<file path="src/rtl/demux4_stream_v1.sv">
// Registered 1-to-4 valid/ready stream demultiplexer with a 2-entry in-order buffer.
// Optional per-channel delivered-beat counters are built when DEMUX_PERF_CNT_EN is defined.
module demux4_stream_v1 #(
   parameter int unsigned width     = 32,
   parameter int unsigned cnt_width = 16
) (
   input  logic                   clk,
   input  logic                   rst_n,
   input  logic                   in_valid,
   output logic                   in_ready,
   input  logic [1:0]             in_sel,
   input  logic [width-1:0]       in_data,
   output logic [3:0]             out_valid,
   input  logic [3:0]             out_ready,
   output logic [width-1:0]       out_data,
   input  logic                   cnt_clr,
   output logic [4*cnt_width-1:0] cnt_out
);

   logic [1:0]       sel_q  [2];
   logic [width-1:0] data_q [2];
   logic [1:0]       count_q;
   logic             rd_ptr_q;
   logic             wr_ptr_q;

   logic             push;
   logic             pop;
   logic [1:0]       count_nxt;
   logic             rd_nxt;
   logic [1:0]       head_sel_nxt;
   logic [width-1:0] head_data_nxt;
   logic [3:0]       valid_nxt;

   // Next occupancy and next head; outputs are registered from these so no input reaches an output combinationally.
   always_comb begin
      push          = in_valid & in_ready;
      pop           = |(out_valid & out_ready);
      count_nxt     = count_q;
      rd_nxt        = rd_ptr_q ^ pop;
      head_sel_nxt  = 2'd0;
      head_data_nxt = '0;
      valid_nxt     = 4'b0000;
      if (push && !pop) begin
         count_nxt = count_q + 2'(1);
      end else if (pop && !push) begin
         count_nxt = count_q - 2'(1);
      end
      if (count_nxt != 2'd0) begin
         // The new head is the beat being written when the read pointer lands on the write slot.
         if (push && (rd_nxt == wr_ptr_q)) begin
            head_sel_nxt  = in_sel;
            head_data_nxt = in_data;
         end else begin
            head_sel_nxt  = sel_q[rd_nxt];
            head_data_nxt = data_q[rd_nxt];
         end
         valid_nxt = 4'(1) << head_sel_nxt;
      end
   end

   always_ff @(posedge clk or negedge rst_n) begin
      if (!rst_n) begin
         count_q   <= 2'd0;
         rd_ptr_q  <= 1'b0;
         wr_ptr_q  <= 1'b0;
         in_ready  <= 1'b1;
         out_valid <= 4'b0000;
         out_data  <= '0;
         for (int i = 0; i < 2; i++) begin
            sel_q[i]  <= 2'd0;
            data_q[i] <= '0;
         end
      end else begin
         count_q   <= count_nxt;
         rd_ptr_q  <= rd_nxt;
         wr_ptr_q  <= wr_ptr_q ^ push;
         in_ready  <= (count_nxt != 2'd2);
         out_valid <= valid_nxt;
         out_data  <= head_data_nxt;
         if (push) begin
            sel_q[wr_ptr_q]  <= in_sel;
            data_q[wr_ptr_q] <= in_data;
         end
      end
   end

`ifdef DEMUX_PERF_CNT_EN
   logic [3:0][cnt_width-1:0] cnt_q;

   // Saturating per-channel pop counters; a clear beats a coincident pop.
   always_ff @(posedge clk or negedge rst_n) begin
      if (!rst_n) begin
         cnt_q <= '0;
      end else begin
         for (int k = 0; k < 4; k++) begin
            if (cnt_clr) begin
               cnt_q[k] <= '0;
            end else if (out_valid[k] && out_ready[k] && (cnt_q[k] != {cnt_width{1'b1}})) begin
               cnt_q[k] <= cnt_q[k] + cnt_width'(1);
            end
         end
      end
   end

   assign cnt_out = cnt_q;
`else
   logic unused_cnt_clr;

   assign unused_cnt_clr = cnt_clr;
   assign cnt_out        = '0;
`endif

endmodule

</file>
<file path="config.mk">
export PLATFORM = sky130hd
export DESIGN_NAME = demux4_stream_v1
export DESIGN_NICKNAME = d
export VERILOG_FILES = /design/src/rtl/demux4_stream_v1.sv
export SDC_FILE = /design/constraint.sdc
export NUM_CORES = 1
export LEC_CHECK = 0
export ABC_AREA = 1
export ABC_CLOCK_PERIOD_IN_PS = 7260
export BUFFER_PORTS_ARGS = -buffer_cell sky130_fd_sc_hd__buf_2
export CORE_MARGIN = 5
export CORE_UTILIZATION = 57
export DETAILED_ROUTE_END_ITERATION = 8
export PLACE_DENSITY = 0.89
export SKIP_LAST_GASP = 1
export SYNTH_ARGS = -nofsm -noshare
export SYNTH_HDL_FRONTEND = slang
export SYNTH_SLANG_ARGS = --single-unit
</file>
<file path="constraint.sdc">
create_clock -name clk -period 7.26 [get_ports clk]
set_clock_uncertainty 0.1 [all_clocks]
set_input_delay 0.726 -clock clk [delete_from_list [all_inputs] [get_ports clk]]
set_output_delay 0.726 -clock clk [all_outputs]
set_load 0.02 [all_outputs]
</file>
== Word-level counts from Yosys, hierarchy flattened ==
Index checks and enable logic that the tools add are counted.

* Equality and inequality tests: 2
* Bitwise operators: 6
* Reductions and logical operators: 8
* Mux-type cells: 19
* Magnitude comparators: 3
* Shifts and indexed selects: 1
* Add/subtract/negate cells: 2

{| class="wikitable"
|+ Operators with widths
! kind !! number
|-
| 32-bit 2-to-1 mux || 6
|-
| 64-bit bitwise mux || 1
|-
| 32-bit demux with 1-bit select || 1
|-
| 2-bit 2-to-1 mux || 8
|-
| 4-bit bitwise AND || 1
|-
| 4-bit bitwise mux || 1
|-
| 2-bit >= comparator (second input constant) || 2
|-
| 1-bit logical AND || 4
|-
| 4-bit 2-to-1 mux || 1
|-
| 1-bit inverter with 2-bit output || 2
|-
| 4-bit OR reduction || 1
|-
| 1-bit by 2-bit << shifter with 4-bit output (first input constant) || 1
|-
| 2-bit by 1-bit adder with 2-bit output (second input constant) || 1
|-
| 2-bit demux with 1-bit select || 1
|-
| 1-bit zero test || 2
|-
| 2-bit by 1-bit less-than comparator with 1-bit output (second input constant) || 1
|-
| 2-bit != test (second input constant) || 1
|-
| 2-bit nonzero test || 1
|-
| 2-bit by 1-bit subtractor with 2-bit output (second input constant) || 1
|-
| 1-bit bitwise XOR || 2
|-
| 1-bit bitwise AND || 1
|-
| 1-bit equality test || 1
|}

* Logic and storage cells: 51
* Flip-flop bits (word level): 109
* Input bits: 42

== Logic depth before layout (Yosys ltp) ==
* Depth in word-level cells: 11
* Gate-level depth with buffers: 12

== Worst setup path after synthesis ==
Ideal clock, no wire load.

* Kind: input -> register
* Start point: input port in_valid
* End point: register data_q[10] in the netlist's numbering
* Setup time: 125 ps
* Arrival: 2433 ps
* Path buffers: 4
* Cell stages on the path: 8
* Path slack: 4602 ps
* Cell sequence: nand2_1 -> inv_1 -> buf_2 -> buf_1 -> ha_1 -> clkbuf_1 -> buf_2 -> mux2_2

* Word-level cells in the longest chain between the ends: 1

{| class="wikitable"
|+ RTL lines
! item !! line !! RTL
|-
| start, declared || 9 || <nowiki>input logic in_valid,</nowiki>
|-
| 1-bit bitwise AND || 36 || <nowiki>push = in_valid & in_ready;</nowiki>
|-
| end signal, assigned by index || 82 || <nowiki>data_q[wr_ptr_q] <= in_data;</nowiki>
|-
| end, declared || 21 || <nowiki>logic [width-1:0] data_q [2];</nowiki>
|}

No other way between the ends.
A chain may end at the register's enable or synchronous reset.

== Worst setup path after layout ==
* Start point: register in_ready
* End point: register data_q[51] in the netlist's numbering

* Word-level cells in the longest chain between the ends: 1

{| class="wikitable"
|+ RTL lines
! item !! line !! RTL
|-
| start, declared || 10 || <nowiki>output logic in_ready,</nowiki>
|-
| start signal, assigned || 77 || <nowiki>in_ready <= (count_nxt != 2'd2);</nowiki>
|-
| 1-bit bitwise AND || 36 ||
|}

No other way between the ends.

==> results.sh <==
export IMPL_status="finished clean"
export IMPL_critical_path_cell_chain="nand2_1 -> inv_1 -> buf_4 -> ha_2 -> mux2_2"
export IMPL_slew_headroom_pct=23.1
export IMPL_dpl_cell_area_mm2=0.00551
export IMPL_wl_per_cell_um=14.5
export IMPL_cts_resized=0
export IMPL_ys_types=26
export IMPL_grt_max_degree=70
export IMPL_drive_above_1_share_pct=25.8
export IMPL_coreArea_mm2=0.00924
export IMPL_stdcell_area_mm2=0.00570
export IMPL_critPathSlowestCell="ha_2"
export IMPL_hp_class="primary input to asynchronous set/reset pin"
export IMPL_cts_max_level=3
export IMPL_start_util_pct=58.2
export IMPL_cts_sinks=109
export IMPL_hold_violations=0
export IMPL_drv_slew=0
export IMPL_path_clk_slew_ns=0.10
export IMPL_port_buffers=77
export IMPL_crit_cells=5
export IMPL_overflow=0
export IMPL_max_cap_viol_count=0
export IMPL_path_buf_inv=2
export IMPL_drt_initial_drc_count=163
export IMPL_leakagePower_nw=2.85
export IMPL_arrival_ns=2.99
export IMPL_critPathCapture="data_q[51]"
export IMPL_critical_path_class="register to register"
export IMPL_rsz0062_at_grt="false"
export IMPL_vias_per_cell=4.98
export IMPL_antenna_found_initial=0
export IMPL_r2r_start="in_ready"
export IMPL_finalSetupViolations=0
export IMPL_die_y_um=107
export IMPL_diodes=0
export IMPL_required_ns=7.39
export IMPL_r2r_end="data_q[51]"
export IMPL_ys_top_cells_by_area="dfrtp_1 50%, buf_4 9.5%, nand2_1 8.7%, mux2_2 6.9%, o21ai_0 5.5%"
export IMPL_grtUsageTotal_pct=19.6
export IMPL_vias=3797
export IMPL_yosysSeqAreaShare_pct=50.8
export IMPL_rrSetupSlack_ns=4.41
export IMPL_place_hpwl_um=7100
export IMPL_r2r_cells=5
export IMPL_antenna_left=0
export IMPL_nets=672
export IMPL_finalSetupTns_ns=0
export IMPL_ys_seq_elements=109
export IMPL_ctsHoldBuffers=0
export IMPL_period_share_pct=39.3
export IMPL_critPathLaunch="in_ready"
export IMPL_syn_to_final_growth_pct=6.07
export IMPL_synth_cells=571
export IMPL_cts_setup_buffers=0
export IMPL_clk_latency_ns=0.35
export IMPL_grt_pass1_wl_um=18000
export IMPL_crit_family="adder cells"
export IMPL_cts_root_buf="clkbuf_8"
export IMPL_die_area_mm2=0.0115
export IMPL_final_cell_mix="125 x nand2_1, 108 x dfrtp_1, 76 x buf_2"
export IMPL_synth_warnings=0
export IMPL_max_freq_ghz=0.350
export IMPL_power_density_mw_per_mm2=480
export IMPL_routed_wl_um=11000
export IMPL_cts_buffers_inserted=9
export IMPL_tightest_slew_ns=1.15
export IMPL_synth_top_area_share_pct=50.3
export IMPL_syn_area_mm2=0.00538
export IMPL_chipWidth_um=107
export IMPL_drc=0
export IMPL_crit_fanout=66
export IMPL_routabilityCongestion=0.768
export IMPL_cts_tree="built"
export IMPL_core_rowCount=35
export IMPL_worst_setup_path_start_kind="register"
export IMPL_end_kind="register"
export IMPL_grt_pass1_vias=3836
export IMPL_cts_path_max_buffers=2
export IMPL_slowest_delay_ns=1.08
export IMPL_irDropWorstVdd_mv=0.360
export IMPL_synth_area_per_cell_um2=9.42
export IMPL_final_common_cell="nand2_1"
export IMPL_fin_crit_ns=2.85
export IMPL_drt_pass1_iter_count=4
export IMPL_yosysTopAreaCell="dfrtp_1"
export IMPL_ios=143
-- registers in the layout, indices dropped and copies added, names as in the netlist --
register	count
out_data	32
data_q	64
count_q	2
sel_q	4
rd_ptr_q	1
out_valid	4
wr_ptr_q	1
in_ready	1
-- synth_stat cells (all sizes together) --
master / count
nand2: 132
dfrtp: 108
buf: 85
o21ai: 72
inv: 45
nand3: 42
mux2: 33
a21oi: 31
clkbuf: 11
nor2: 7
ha: 2
conb: 1
dfstp: 1
xnor3: 1
-- cells by family after synthesis --
family | count (synthesis) | synth area share, %
buf+inv | 141 | 15.8
mux | 33 | 6.91
compound gates | 103 | 11.3
fa+ha+maj | 2 | 0.465
simple gates | 181 | 14.4
other cells | 1 | 0.0697
flops | 109 | 50.8
xor+xnor | 1 | 0.419
-- how the worst min path moves through the flow --
stage	from	to	slack, ns	cells after the start
after floorplan	rst_n	count_q[0]	0.33	0
after global placement	data_q[51]	data_q[51]	0.38	1
after detailed placement	data_q[26]	data_q[26]	0.40	1
after CTS	rst_n	data_q[23]	0.27	1
after global routing	rst_n	data_q[23]	0.29	1
final	rst_n	data_q[50]	0.27	1
-- layer usage --
metal	vias up	track usage [%]	share of wire (%)
met2	137	33.2	51
li1	1814	-	-
met4	0	8.04	1.5
met5	-	0	0
met3	10	3.73	6.4
met1	1836	24.6	41
-- layout make-up --
cell class              instances  area [um^2]
inverters                      45          169
clock buffers                  12          145
flip-flops and latches        109         2730
well taps                     129          161
clock inverters                 4         48.8
repair buffers                 79          403
multi-input cells             384         2050
fillers                       762         3540
-- power by group --
| part | switching (mW) | leakage, nW | internal, mW |
|---|---|---|---|
| logic | 0.905 | 1.41 | 0.458 |
| clock network | 0.193 | 0.100 | 0.169 |
| registers | 0.109 | 1.34 | 0.901 |
| total | 1.21 | 2.85 | 1.53 |
-- stage by stage --
stage / hold slack [ns] / power, mW / utilization, % / cells / worst slack, ns
5_1_grt: 0.294 / 2.96 / 61.7 / 762 / 4.27
6_report: 0.268 / 2.74 / 61.7 / 762 / 4.41
3_3_place_gp: 0.384 / 2.30 / 59.6 / 746 / 4.23
3_5_place_dp: 0.395 / 2.38 / 59.6 / 746 / 4.21
4_1_cts: 0.272 / 2.75 / 61.7 / 762 / 4.47
2_1_floorplan: 0.330 / 2.14 / - / 634 / 4.60
Note: power is estimated with default switching activity, not from simulation.
